===== src/rtl/fu_pkg.sv =====
// Shared constants for the dual functional-unit pipeline: opcodes, shifter
// modes and flag-bit positions.
package fu_pkg;
  localparam int OPC_W = 5;

  localparam logic [OPC_W-1:0] OP_PASS = 5'b00000;
  localparam logic [OPC_W-1:0] OP_ADD  = 5'b00001;
  localparam logic [OPC_W-1:0] OP_SUB  = 5'b00010;
  localparam logic [OPC_W-1:0] OP_AND  = 5'b00011;
  localparam logic [OPC_W-1:0] OP_OR   = 5'b00100;
  localparam logic [OPC_W-1:0] OP_XOR  = 5'b00101;
  localparam logic [OPC_W-1:0] OP_NOT  = 5'b00110;
  localparam logic [OPC_W-1:0] OP_NEG  = 5'b00111;
  localparam logic [OPC_W-1:0] OP_INC  = 5'b01000;
  localparam logic [OPC_W-1:0] OP_DEC  = 5'b01001;
  localparam logic [OPC_W-1:0] OP_SLT  = 5'b01010;
  localparam logic [OPC_W-1:0] OP_SLTU = 5'b01011;
  localparam logic [OPC_W-1:0] OP_MIN  = 5'b01100;
  localparam logic [OPC_W-1:0] OP_MAX  = 5'b01101;

  localparam logic [1:0] SHF_LSL = 2'b00;
  localparam logic [1:0] SHF_LSR = 2'b01;
  localparam logic [1:0] SHF_ASR = 2'b10;
  localparam logic [1:0] SHF_ROR = 2'b11;

  localparam int FLG_Z = 0;
  localparam int FLG_N = 1;
  localparam int FLG_R = 2;
  localparam int FLG_O = 3;
  localparam int FLG_W = 4;
endpackage


===== src/rtl/fu_alu.sv =====
// Combinational ALU: opcode, X, Y -> result plus carry/borrow (R) and signed
// overflow (O). One shared adder serves ADD/SUB/INC/DEC/NEG.
module fu_alu
  import fu_pkg::*;
#(
  parameter int DSIZE  = 64,
  parameter int OPSIZE = 5
) (
  input  logic [OPSIZE-1:0] op,
  input  logic [DSIZE-1:0]  x,
  input  logic [DSIZE-1:0]  y,
  output logic [DSIZE-1:0]  res,
  output logic              r,
  output logic              o
);
  logic [DSIZE-1:0] ax, ay, ey;
  logic             sub;
  logic [DSIZE:0]   sum;
  logic             ovf, slt;

  always_comb begin
    ax  = x;
    ay  = y;
    sub = 1'b0;
    case (op)
      OPSIZE'(OP_SUB): sub = 1'b1;
      OPSIZE'(OP_INC): ay = DSIZE'(1);
      OPSIZE'(OP_DEC): begin ay = DSIZE'(1); sub = 1'b1; end
      OPSIZE'(OP_NEG): begin ax = '0; ay = x; sub = 1'b1; end
      default: ;
    endcase
  end

  // Borrow falls out of the zero-extended subtract as the top bit (X<Y unsigned).
  assign sum = sub ? ({1'b0, ax} - {1'b0, ay}) : ({1'b0, ax} + {1'b0, ay});
  assign ey  = sub ? ~ay : ay;
  assign ovf = (ax[DSIZE-1] == ey[DSIZE-1]) && (sum[DSIZE-1] != ax[DSIZE-1]);
  assign slt = $signed(x) < $signed(y);

  always_comb begin
    res = '0;
    r   = 1'b0;
    o   = 1'b0;
    case (op)
      OPSIZE'(OP_PASS): res = x;
      OPSIZE'(OP_ADD), OPSIZE'(OP_SUB), OPSIZE'(OP_INC),
      OPSIZE'(OP_DEC), OPSIZE'(OP_NEG): begin
        res = sum[DSIZE-1:0];
        r   = sum[DSIZE];
        o   = ovf;
      end
      OPSIZE'(OP_AND):  res = x & y;
      OPSIZE'(OP_OR):   res = x | y;
      OPSIZE'(OP_XOR):  res = x ^ y;
      OPSIZE'(OP_NOT):  res = ~x;
      OPSIZE'(OP_SLT):  res = DSIZE'(slt);
      OPSIZE'(OP_SLTU): res = DSIZE'(x < y);
      OPSIZE'(OP_MIN):  res = slt ? x : y;
      OPSIZE'(OP_MAX):  res = slt ? y : x;
      default: ;
    endcase
  end
endmodule


===== src/rtl/fu_dual_pipe.sv =====
// Two-stage dual-ALU pipeline: stage 0 registers the selected ALU result,
// stage 1 barrel-shifts it and registers OUT with Z/N/R/O flags.
module fu_dual_pipe
  import fu_pkg::*;
#(
  parameter int DSIZE  = 64,
  parameter int OPSIZE = 5,
  parameter int ASIZE  = 6
) (
  input  logic              clk,
  input  logic              rst_n,
  input  logic              in_valid,
  input  logic [DSIZE-1:0]  a,
  input  logic [DSIZE-1:0]  b,
  input  logic [DSIZE-1:0]  c,
  input  logic [DSIZE-1:0]  d,
  input  logic [OPSIZE-1:0] op1,
  input  logic [OPSIZE-1:0] op2,
  input  logic              sel,
  input  logic [1:0]        shf_mode,
  input  logic [ASIZE-1:0]  shf_amt,
  output logic [DSIZE-1:0]  out,
  output logic              z,
  output logic              n,
  output logic              r,
  output logic              o,
  output logic              out_valid
);
  localparam int NUM_UNITS = 2;
  localparam int STAGES    = 1;

  typedef struct packed {
    logic [DSIZE-1:0] res;
    logic             r;
    logic             o;
    logic [1:0]       mode;
    logic [ASIZE-1:0] amt;
  } s1_t;

  logic [NUM_UNITS-1:0][DSIZE-1:0]  ux, uy, ures;
  logic [NUM_UNITS-1:0][OPSIZE-1:0] uop;
  logic [NUM_UNITS-1:0]             ur, uo;
  logic [STAGES:0]                  vld_pipe;
  s1_t                              s1_q;
  logic [2*DSIZE-1:0]               ror_w;
  logic [DSIZE-1:0]                 shf, out_q;
  logic [FLG_W-1:0]                 flg_d, flg_q;

  assign ux  = {c, a};
  assign uy  = {d, b};
  assign uop = {op2, op1};

  for (genvar u = 0; u < NUM_UNITS; u++) begin : g_unit
    fu_alu #(.DSIZE(DSIZE), .OPSIZE(OPSIZE)) u_alu (
      .op (uop[u]),
      .x  (ux[u]),
      .y  (uy[u]),
      .res(ures[u]),
      .r  (ur[u]),
      .o  (uo[u])
    );
  end

  // vld_pipe[0]: stage-0 register holds a live vector; vld_pipe[STAGES]: OUT is fresh.
  always_ff @(posedge clk or negedge rst_n) begin
    if (!rst_n) vld_pipe <= '0;
    else        vld_pipe <= {vld_pipe[STAGES-1:0], in_valid};
  end

  always_ff @(posedge clk or negedge rst_n) begin
    if (!rst_n) s1_q <= '0;
    else if (in_valid)
      s1_q <= '{res: ures[sel], r: ur[sel], o: uo[sel], mode: shf_mode, amt: shf_amt};
  end

  // Rotate via a doubled word so amount 0 needs no special case.
  always_comb begin
    ror_w = {s1_q.res, s1_q.res} >> s1_q.amt;
    shf   = ror_w[DSIZE-1:0];
    case (s1_q.mode)
      SHF_LSL: shf = s1_q.res << s1_q.amt;
      SHF_LSR: shf = s1_q.res >> s1_q.amt;
      SHF_ASR: shf = $signed(s1_q.res) >>> s1_q.amt;
      default: ;
    endcase
  end

  always_comb begin
    flg_d        = '0;
    flg_d[FLG_Z] = (shf == '0);
    flg_d[FLG_N] = shf[DSIZE-1];
    flg_d[FLG_R] = s1_q.r;
    flg_d[FLG_O] = s1_q.o;
  end

  always_ff @(posedge clk or negedge rst_n) begin
    if (!rst_n) begin
      out_q <= '0;
      flg_q <= '0;
    end else if (vld_pipe[0]) begin
      out_q <= shf;
      flg_q <= flg_d;
    end
  end

  assign out       = out_q;
  assign z         = flg_q[FLG_Z];
  assign n         = flg_q[FLG_N];
  assign r         = flg_q[FLG_R];
  assign o         = flg_q[FLG_O];
  assign out_valid = vld_pipe[STAGES];
endmodule


===== config.mk =====
export PLATFORM = sky130hd
export DESIGN_NAME = fu_dual_pipe
export DESIGN_NICKNAME = d
export VERILOG_FILES = /design/src/rtl/fu_pkg.sv /design/src/rtl/fu_alu.sv /design/src/rtl/fu_dual_pipe.sv
export SDC_FILE = /design/constraint.sdc
export NUM_CORES = 2
export LEC_CHECK = 0
export BUFFER_PORTS_ARGS = -buffer_cell sky130_fd_sc_hd__clkbuf_2
export CAP_MARGIN = 20
export CORE_MARGIN = 4
export CORE_UTILIZATION = 40
export CTS_CLUSTER_DIAMETER = 40
export DETAILED_ROUTE_END_ITERATION = 10
export MAX_ROUTING_LAYER = met4
export SYNTH_ARGS = -nofsm -noshare
export SYNTH_HDL_FRONTEND = slang
export SYNTH_HIERARCHICAL = 1
export SYNTH_SLANG_ARGS = --single-unit

===== constraint.sdc =====
create_clock -name clk -period 3.15 [get_ports clk]
set_input_delay 0.1575 -clock clk [delete_from_list [all_inputs] [get_ports clk]]
set_output_delay 0.1575 -clock clk [all_outputs]
set_load 0.1 [all_outputs]

==> impl_table.tex <==
\begin{tabular}{lr}
\hline
Metric & Value \\
\hline
\multicolumn{2}{l}{\textbf{Detailed routing}} \\
DRC violation count after routing & 0 \\
Number of nets with antenna violations after routing & 0 \\
Via Count & $\sim$63000 \\
Iteration count of the initial detailed-routing pass & 9 \\
Wirelength per Cell & $\sim$29 um \\
Initial detailed-routing violation count & 7087 \\
Highest routed metal layer & met4 \\
Aggregate routed wire length & roughly 280 mm \\
WL met2 & 124 mm \\
Post-detailed-route via-to-cell ratio & 6.43 \\
Detail Route met3 WL & approximately 30 mm \\
Detailed-route wire length on metal 1 & 99.5 mm \\
\multicolumn{2}{l}{\textbf{Clock network}} \\
Clock-pin slew of the registers on the worst-case setup and hold paths & around 0.13 ns \\
Clock tree root driver cell & clkbuf\_16 \\
Clock latency of the later-clocked register in the worst-skew pair & around 0.54 ns \\
Clock buffers created by TritonCTS & 17 \\
Buffer levels on the longest clock path & 2 \\
Clock tree from TritonCTS & done \\
Maximum level of the CTS H-tree & 4 \\
TritonCTS Sinks & between 100 and 150 \\
\multicolumn{2}{l}{\textbf{Place}} \\
Placer congestion estimate & around 1.1 \\
Dpl hpwl & approximately 220 mm \\
Cell area after placement & between 0.06 and 0.07 mm2 \\
Number of input and output port buffers inserted & 346 \\
Pre-CTS setup slack & -2.71 ns \\
\multicolumn{2}{l}{\textbf{Finish}} \\
Area of all placed cells without fillers & $\sim$0.073 mm2 \\
Share of the core filled with cells in the final layout & 67.0\% \\
Number of fill cells in the layout & between 9000 and 10000 \\
Share of layout cells above drive strength 1 & 47.9\% \\
Synthesis-to-finish area growth & 66.4\% \\
Number of nets in the layout & roughly 9000 \\
Storage cell area & 0.00360 mm2 \\
Multi-input gate area in the final layout & 0.0421 mm2 \\
\multicolumn{2}{l}{\textbf{Power}} \\
Power spent charging and discharging nets & approximately 16000 uW \\
Max VDD drop & 376 uV \\
Cell internal pwr & about 14000 uW \\
Switching part of the total power & around 53\% \\
Power share of the clock group & roughly 7.4\% \\
Static leakage & 0.0342 uW \\
Cell area power density & 423 mW/mm2 \\
Relative contribution of sequential cells to total power & under 10\% \\
Share of total power in combinational logic & a little over four fifths \\
\multicolumn{2}{l}{\textbf{Setup path}} \\
Worst-path maximum fanout & 4 \\
Top Family by Delay on Critical Path & simple AND/OR/NAND/NOR gates \\
Critical Path Sink Type & register \\
Bufs and invs on worst path & 5 \\
Highest-delay cell along the critical path & or4\_4 \\
CP arrival & $\sim$5.6 ns \\
Most numerous cell on the critical path & buf\_6 \\
CP Launch Type & input pin \\
WP data required & between 3 and 4 ns \\
Classification of the worst setup path & input pin to register \\
Delay of the slowest cell on the worst path & between 0.5 and 0.6 ns \\
\multicolumn{2}{l}{\textbf{Timing}} \\
Final Slew Violations & 0 \\
Worst setup margin & -2.05 ns \\
Post-layout min period & 5.20 ns \\
Setup repair after global routing missed its margin & true \\
Period utilisation layout & 165\% \\
Worst-case hold slack & $\sim$0.18 ns \\
Remaining max-slew budget at the tightest pin & between 20\% and 30\% \\
Sum of negative setup slack & -122.94 ns \\
Peak Freq & 192 MHz \\
Hold violation count in the final report & 0 \\
Slew at the pin closest to its max-slew limit & 1.18 ns \\
Final setup violation count & 130 \\
Maximum clock skew at final layout & between 0.05 and 0.06 ns \\
\multicolumn{2}{l}{\textbf{Synth}} \\
Synth top area cells & ha\_1, dfrtp\_1, mux4\_2 \\
Synth Register Bits & between 100 and 150 \\
Total number of yosys warnings & 6 \\
Yosys top cell area share & around 15\% \\
Post-synthesis cell type count & 120 \\
Proportion of synthesized chip area in sequential cells & 8.18\% \\
Number of enable-type register cells in the synthesized netlist & 0 \\
Syn\_nets & 6769 \\
Most instantiated flip-flop cell in the synthesis netlist & dfrtp\_1 \\
Post-synthesis cell type with the largest combined area & ha\_1 \\
Most frequent cell after synthesis & nor2\_1 \\
Post-Syn Instances & around 6000 \\
Asr flop ratio synth & 100\% \\
Commonest cells in the netlist & nor2\_1, ha\_1, nand2\_1 \\
Post-synthesis average cell area & $\sim$7.3 um2 \\
Synthesized area & 0.0438 mm2 \\
\multicolumn{2}{l}{\textbf{Floorplanning}} \\
Total number of placement rows & roughly 120 \\
Die footprint & $\sim$0.11 mm2 \\
Vertical die dimension & approximately 340 um \\
Effective utilization at floorplan & around 40\% \\
Std-Cell Core Area & around 0.11 mm2 \\
Boundary Pins & roughly 350 \\
Die Width & 339 um \\
\multicolumn{2}{l}{\textbf{Job}} \\
Number of max-cap violations & 0 \\
\multicolumn{2}{l}{\textbf{Global routing}} \\
Leftover overflow at the end of global routing & 0 \\
Number of antenna violations at the first check in global routing & 16 \\
Pin count of the biggest net entering global routing & roughly 100 \\
Total routing resource utilization after global routing & a little under half \\
Vias in the first global route & just over 60000 \\
Global-route wire length before repair & a little over 400 mm \\
\multicolumn{2}{l}{\textbf{Outcome}} \\
Failing checks & negative setup slack \\
Result of the run & finished, violations left \\
\multicolumn{2}{l}{\textbf{Worst hold path}} \\
Worst hold path type & input pin to register \\
\hline
\end{tabular}
-- repair_timing --
action	4_1_cts	5_1_grt
resized for setup	544	794
cloned	9	5
endpoints found under the setup margin	131	131
setup buffers	122	195
hold buffers	8	0
hold endpoints to repair	72	0
pin swaps	224	343
-- power groups by stage --
stage	Combinational, uW	Clock (uW)	Sequential (uW)
6_report	25900	2270	2600
5_1_grt	26600	2350	2630
4_1_cts	22200	2290	2570
3_5_place_dp	20800	0	2610
3_3_place_gp	20700	0	2590
2_1_floorplan	8340	0	4230
-- cell type report --
class                      count  share of cell area (%)
antenna                       15                  0.0515
clock buffer                  17                   0.584
clock inverter                15                   0.244
inverter                     357                    1.86
multi-input combinational   4990                    57.8
sequential                   143                    4.94
tap                         1414                    2.43
timing repair buffer        2903                    32.1
-- sequential cells by signal, summed over array words and instances, names as in the netlist --
register	count
s1_q	72
flg_q	4
vld_pipe	2
flg_d	2
out	63
-- metrics by stage --
stage          total power (uW)  std cells
6_report                  30800       9854
5_1_grt                   31600       9854
4_1_cts                   27100       9689
3_5_place_dp              23400       9537
3_3_place_gp              23300       9537
2_1_floorplan             12600       5975
-- worst reg2reg max path, delay by kind of cell (launching register included) --
kind,cells,cell delay (ns)
DFF,1,0.52
and+or+nand+nor,4,0.96
buffers and inverters,7,1.05
muxes,2,0.85
AOI/OAI and AO/OA,3,0.72
-- cell families after synthesis --
logic type	count (synthesis)	synth area share, %
AOI/OAI and AO/OA	2027	31.3
xor gates and xnor gates	232	4.66
DFF	143	8.18
buffers and inverters	842	7.78
and+or+nand+nor	1763	18.8
adders and majority gates	516	14.8
muxes	452	14.5
-- placed cells by master (no fill, tap or decap), drive strengths merged, types with 148 or more instances in the layout --
cell type / Yosys / final
a21oi: 459 / 459
buf: 127 / 2554
clkbuf: 358 / 357
ha: 514 / 514
inv: 352 / 358
mux2i: 190 / 190
nand2: 467 / 467
nor2: 651 / 651
o21ai: 418 / 418
o22ai: 148 / 148
-- worst paths after layout --
check / slack [ns] / to / start / cells after the start
worst max-delay path: -2.05 / s1_q[70] / op2[4] / 30
max in group asynchronous: 1.92 / s1_q[10] / rst_n / 3
worst min-delay path: 0.18 / s1_q[3] / in_valid / 3
worst max register to register: -0.99 / flg_q[0] / s1_q[0] / 16
min in group asynchronous: 0.20 / s1_q[5] / rst_n / 2
worst min register to register: 0.50 / out[11] / out[11] / 2
-- per-layer routing --
layer  vias to the layer above  track usage (%)
met5                         -                -
met4                         0             38.1
met3                      1534             13.3
met2                      4235             73.0
met1                     30291             52.2
li1                      27303                -
No activity file was read; power rests on OpenSTA's default activity.
